--- config.mk ---
export PLATFORM = sky130hd
export DESIGN_NAME = muldiv_unit
export DESIGN_NICKNAME = d
export VERILOG_FILES = /design/src/rtl/muldiv_unit.sv
export SDC_FILE = /design/constraint.sdc
export NUM_CORES = 1
export LEC_CHECK = 0
export BUFFER_PORTS_ARGS = -buffer_cell sky130_fd_sc_hd__buf_2
export CAP_MARGIN = 20
export CORE_ASPECT_RATIO = 0.6
export CORE_MARGIN = 5
export CORE_UTILIZATION = 55
export CTS_CLUSTER_DIAMETER = 150
export DETAILED_ROUTE_END_ITERATION = 8
export GPL_TIMING_DRIVEN = 0
export PLACE_DENSITY = 0.86
export REMOVE_ABC_BUFFERS = 1
export SYNTH_ARGS = -nofsm -noshare
export SYNTH_HDL_FRONTEND = slang
export SYNTH_SLANG_ARGS = --single-unit
--- constraint.sdc ---
create_clock -name clock -period 4.4 [get_ports clock]
set_input_delay 0.88 -clock clock [delete_from_list [all_inputs] [get_ports clock]]
set_output_delay 0.88 -clock clock [all_outputs]
set_load 0.05 [all_outputs]
--- src/rtl/muldiv_unit.sv ---
// rtl/muldiv_unit.sv - iterative multiply/divide unit owning the HI/LO register pair
module muldiv_unit #(
  parameter int WIDTH = 32
) (
  input  logic             clock,
  input  logic             reset,
  input  logic             start,
  input  logic [1:0]       op,
  input  logic [WIDTH-1:0] op1,
  input  logic [WIDTH-1:0] op2,
  input  logic             flush,
  input  logic             mthi,
  input  logic             mtlo,
  input  logic [WIDTH-1:0] wdata,
  output logic             busy,
  output logic             done,
  output logic [WIDTH-1:0] hi,
  output logic [WIDTH-1:0] lo,
  output logic             divide_zero
);

  localparam int CW = $clog2(WIDTH + 1);

  typedef enum logic [1:0] {IDLE, RUN, FIX} state_t;

  state_t               state, state_next;
  logic                 is_div_q;
  logic                 neg_res;
  logic                 neg_rem;
  logic [WIDTH-1:0]     opnd_b;
  logic [2*WIDTH-1:0]   acc;
  logic [CW-1:0]        count;
  logic                 dz_pend;

  logic                 accept;
  logic                 dz_start;
  logic [WIDTH-1:0]     abs1;
  logic [WIDTH-1:0]     abs2;
  logic [WIDTH:0]       mul_sum;
  logic [WIDTH:0]       div_diff;
  logic [2*WIDTH-1:0]   product;
  logic [WIDTH-1:0]     quo_fix;
  logic [WIDTH-1:0]     rem_fix;

  // The skip cycle of a divide-by-zero also blocks a new start.
  always_comb begin
    accept   = (state == IDLE) && start && !flush && !dz_pend;
    dz_start = accept && op[1] && (op2 == '0);
    abs1     = op1;
    abs2     = op2;
    if (!op[0] && op1[WIDTH-1]) abs1 = -op1;
    if (!op[0] && op2[WIDTH-1]) abs2 = -op2;
  end

  always_comb begin
    mul_sum  = {1'b0, acc[2*WIDTH-1:WIDTH]} + {1'b0, (acc[0] ? opnd_b : '0)};
    div_diff = acc[2*WIDTH-1:WIDTH-1] - {1'b0, opnd_b};
    product  = neg_res ? -acc : acc;
    quo_fix  = neg_res ? -acc[WIDTH-1:0] : acc[WIDTH-1:0];
    rem_fix  = neg_rem ? -acc[2*WIDTH-1:WIDTH] : acc[2*WIDTH-1:WIDTH];
  end

  always_comb begin
    state_next = state;
    case (state)
      IDLE: if (accept && !dz_start) state_next = RUN;
      RUN: begin
        if (flush)                 state_next = IDLE;
        else if (count == CW'(1))  state_next = FIX;
      end
      FIX:     state_next = IDLE;
      default: state_next = IDLE;
    endcase
  end

  always_ff @(posedge clock or negedge reset) begin
    if (!reset) begin
      state       <= IDLE;
      is_div_q    <= 1'b0;
      neg_res     <= 1'b0;
      neg_rem     <= 1'b0;
      opnd_b      <= '0;
      acc         <= '0;
      count       <= '0;
      dz_pend     <= 1'b0;
      busy        <= 1'b0;
      done        <= 1'b0;
      hi          <= '0;
      lo          <= '0;
      divide_zero <= 1'b0;
    end else begin
      state   <= state_next;
      busy    <= (state_next != IDLE);
      done    <= 1'b0;
      dz_pend <= 1'b0;
      if (dz_pend) begin
        done        <= 1'b1;
        divide_zero <= 1'b1;
      end
      case (state)
        IDLE: begin
          if (accept) begin
            is_div_q    <= op[1];
            neg_res     <= !op[0] && (op1[WIDTH-1] ^ op2[WIDTH-1]);
            neg_rem     <= !op[0] && op[1] && op1[WIDTH-1];
            opnd_b      <= op[1] ? abs2 : abs1;
            acc         <= {{WIDTH{1'b0}}, (op[1] ? abs1 : abs2)};
            count       <= CW'(WIDTH);
            divide_zero <= 1'b0;
            dz_pend     <= dz_start;
          end else begin
            if (mthi) hi <= wdata;
            if (mtlo) lo <= wdata;
          end
        end
        RUN: begin
          if (!flush) begin
            count <= count - CW'(1);
            if (!is_div_q)
              acc <= {mul_sum, acc[WIDTH-1:1]};
            else if (!div_diff[WIDTH])
              acc <= {div_diff[WIDTH-1:0], acc[WIDTH-2:0], 1'b1};
            else
              acc <= {acc[2*WIDTH-2:0], 1'b0};
          end
        end
        FIX: begin
          if (!flush) begin
            done <= 1'b1;
            if (is_div_q) begin
              hi <= rem_fix;
              lo <= quo_fix;
            end else begin
              hi <= product[2*WIDTH-1:WIDTH];
              lo <= product[WIDTH-1:0];
            end
          end
        end
        default: ;
      endcase
    end
  end

endmodule

==> impl_metrics.ini <==
[finish]
drive_above_1_share = 0.128
final_cells = 2430
syn_to_final_growth_pct = 13.0
nets = 2231

[placement]
portBuffers = 170
gp_congestion = 1.03
dp_hpwl_um = 40900
place_inst = 2389

[worst_hold_path]
min_path_type = in -> async

[route]
drt_wl_total_um = 53700
wire_per_inst_um = 22.1
via_count = 15600
ant_nets = 0
drc = 0
drt_first_pass_iters = 6
drt_iter0_drc = 2246
vias_per_cell = 6.40

[sta]
slew_viol_final = 0
period_needed_ns = 4.30
setup_violations = 0
worstMarginPinSlew_ns = 1.09
period_share = 0.977
fmax_mhz = 233
maxSlewHeadroom = 0.272
fin_skew_ns = 0.0174
hold_viol_final = 0

[floorplanning]
start_util = 0.562
dieArea_um2 = 30700
fp.dieW_um = 223
io_pins = 171
die_h_um = 138
core_area_um2 = 26600
rows = 46

[setup_path]
max_stage_delay_ns = 0.54
start_kind = register
worstPathCellList = inv_1 > ha_1 > fa_1 > nand2b_1 > a21o_1 > a221oi_1 > a211oi_1 > o21ai_1 > a31oi_2 > xnor2_2 > buf_8 > buf_8 > mux2i_1 > nor2_1 > a221o_1
crit_type = reg -> reg
crit_top_cell = buf_8
crit_arrival_ns = 4.65
cp_max_fo = 14
cp_slowest_cell = a211oi_1
r2r_end = acc[54]
r2r-start = acc[31]
worstPathRequired_ns = 4.76
cp-end-kind = register
r2r_slack_ns = 0.10
reg2reg_depth = 15

[power]
powerDensity_nw_per_um2 = 670
irDropWorstVdd_mv = 0.475
finalPower_mw = 11.3
p_leak_nw = 7.52

[clock_tree]
clock_path_buffers = 2
cts_tree = yes
cts_root_buffer = clkbuf_16
insertion_delay_ns = 0.47
clkSinkCount = 175
htree_levels = 4
clkTransAtPathRegs_ns = 0.08
cts_made_buffers = 17
cts_hold_buffers = 0

[grt]
gr-usage-all-layers = 0.345
grt_pass1_wl_um = 82200
grt_pass1_vias = 14300
antenna_found_initial = 2
grt_overflow = 0
grt_max_degree = 108

[logic_synthesis]
synth_cell_types = 64
async_flop_share = 1.00
synth_seq_cells = 175
synth_ff_type = dfrtp_1
synth.area.top_cells = dfrtp_1 (29%), a21oi_1 (7.6%), o21ai_0 (6.1%)
synth_top_area_share = 0.293
yosysSeqAreaShare = 0.293
yosysTopAreaCell = dfrtp_1
yosys_warnings = 0
syn-cell-area_um2 = 14900
synth_cells = 1961
syn_area_per_cell_um2 = 7.62
synth_edf_count = 0

[flow_run]
drv_cap = 0

[run_status]
status = finished, final reports clean
[worst max path at each step]
stage          endpoint  depth (start not counted)  startpoint  slack, ns
2_1_floorplan   acc[62]                          6       flush      -1.46
3_3_place_gp    acc[62]                          7       flush      -6.00
3_5_place_dp    acc[45]                         15     acc[31]      -0.08
4_1_cts         acc[45]                         15     acc[31]       0.07
5_1_grt         acc[45]                         15     acc[31]      -0.01
6_report        acc[54]                         15     acc[31]       0.10
[sequential cells by signal, indices dropped and copies added (netlist names), 2 cells and up]
register	flops
state	2
lo	32
opnd_b	32
count	6
acc	64
hi	32
[stage by stage]
stage	TNS (ns)	hold slack (ns)	worst slack [ns]	util	cell area (um^2)
2_1_floorplan	-100.53	0.449	-1.46	-	14500
3_3_place_gp	-604.70	0.454	-6.00	0.594	15800
3_5_place_dp	-0.247	0.460	-0.0775	0.609	16200
4_1_cts	0	0.374	0.0661	0.632	16800
5_1_grt	-0.0395	0.404	-0.0145	0.635	16900
6_report	0	0.350	0.103	0.635	16900
[cell families (layout without fill, tap and decap cells)]
kind of cell    after synthesis  count (layout)  share of synthesized area
simple gates                669             669                      0.203
other cells                   0               2                          0
fa+ha+maj                    72              72                     0.0613
compound gates              623             623                      0.249
flops                       175             175                      0.293
buf+inv                     180             287                     0.0454
mux                          64              64                     0.0435
xor+xnor                    178             178                      0.104
[layer usage]
metal	up-vias	wire length (um)	GRT usage
met3	82	7580	0.151
met4	0	1120	0.0881
met5	-	0	0
met2	923	21700	0.486
met1	7370	23300	0.485
li1	7178	-	-
[Yosys cell counts (18+ instances only)]
master    count
o21ai_0     182
ha_1         70
xor2_1       86
dfrtp_1     175
mux2i_1      56
a211oi_1     18
nor2_1      229
a31oi_1      23
nand2_1     219
a21oi_1     228
inv_1        59
nand3_1      33
xnor2_1      92
a21o_1       27
nor3_1       42
o31ai_1      38
nand2b_1     31
clkbuf_1    105
[final cells by class]
class                           count  area (um^2)
Antenna cell                        2         5.00
Inverter                           59          225
Sequential cell                   175         4380
Multi-Input combinational cell   1606         9950
Clock buffer                       18          439
Clock inverter                     14          165
Timing Repair Buffer              196         1270
Tap cell                          360          450
Fill cell                        2352         9710
[power breakdown]
part	switching (mW)	internal, mW
clock network	0.792	0.828
logic	4.22	2.47
registers	0.905	2.10
[worst max-delay path, delay by kind of cell (launching register included)]
kind,cells,cell delay [ns]
AO/OA/AOI/OAI,6,1.87
buffers and inverters,3,0.63
adder cells (fa/ha/maj),2,0.54
flip-flops,1,0.44
multiplexers,1,0.25
AND/OR/NAND/NOR,2,0.24
XOR/XNOR,1,0.20
[what timing repair did]
action,in CTS,in global routing
hold endpoints to repair,0,0
pin swaps,1,0
resized for setup,0,7
endpoints found under the setup margin,4,23
setup buffers,2,2
[layout by cell type (no fill, tap or decap), types with 15 or more instances in the layout]
master     instances
xnor2_1           91
and2_1            16
nand2b_1          29
o31ai_1           38
buf_2            168
nor2_1           227
nor3_1            42
xor2_1            86
mux2i_1           56
a211oi_1          17
nand3_1           33
a31oi_1           22
or3_1             15
a21o_1            27
clkbuf_16         17
o211ai_1          15
ha_1              70
inv_1             58
and3_1            16
nor4_1            15
dfrtp_1          173
nand2_1          219
a21oi_1          228
o21ai_0          180
Note: power is estimated with default switching activity, not from simulation.
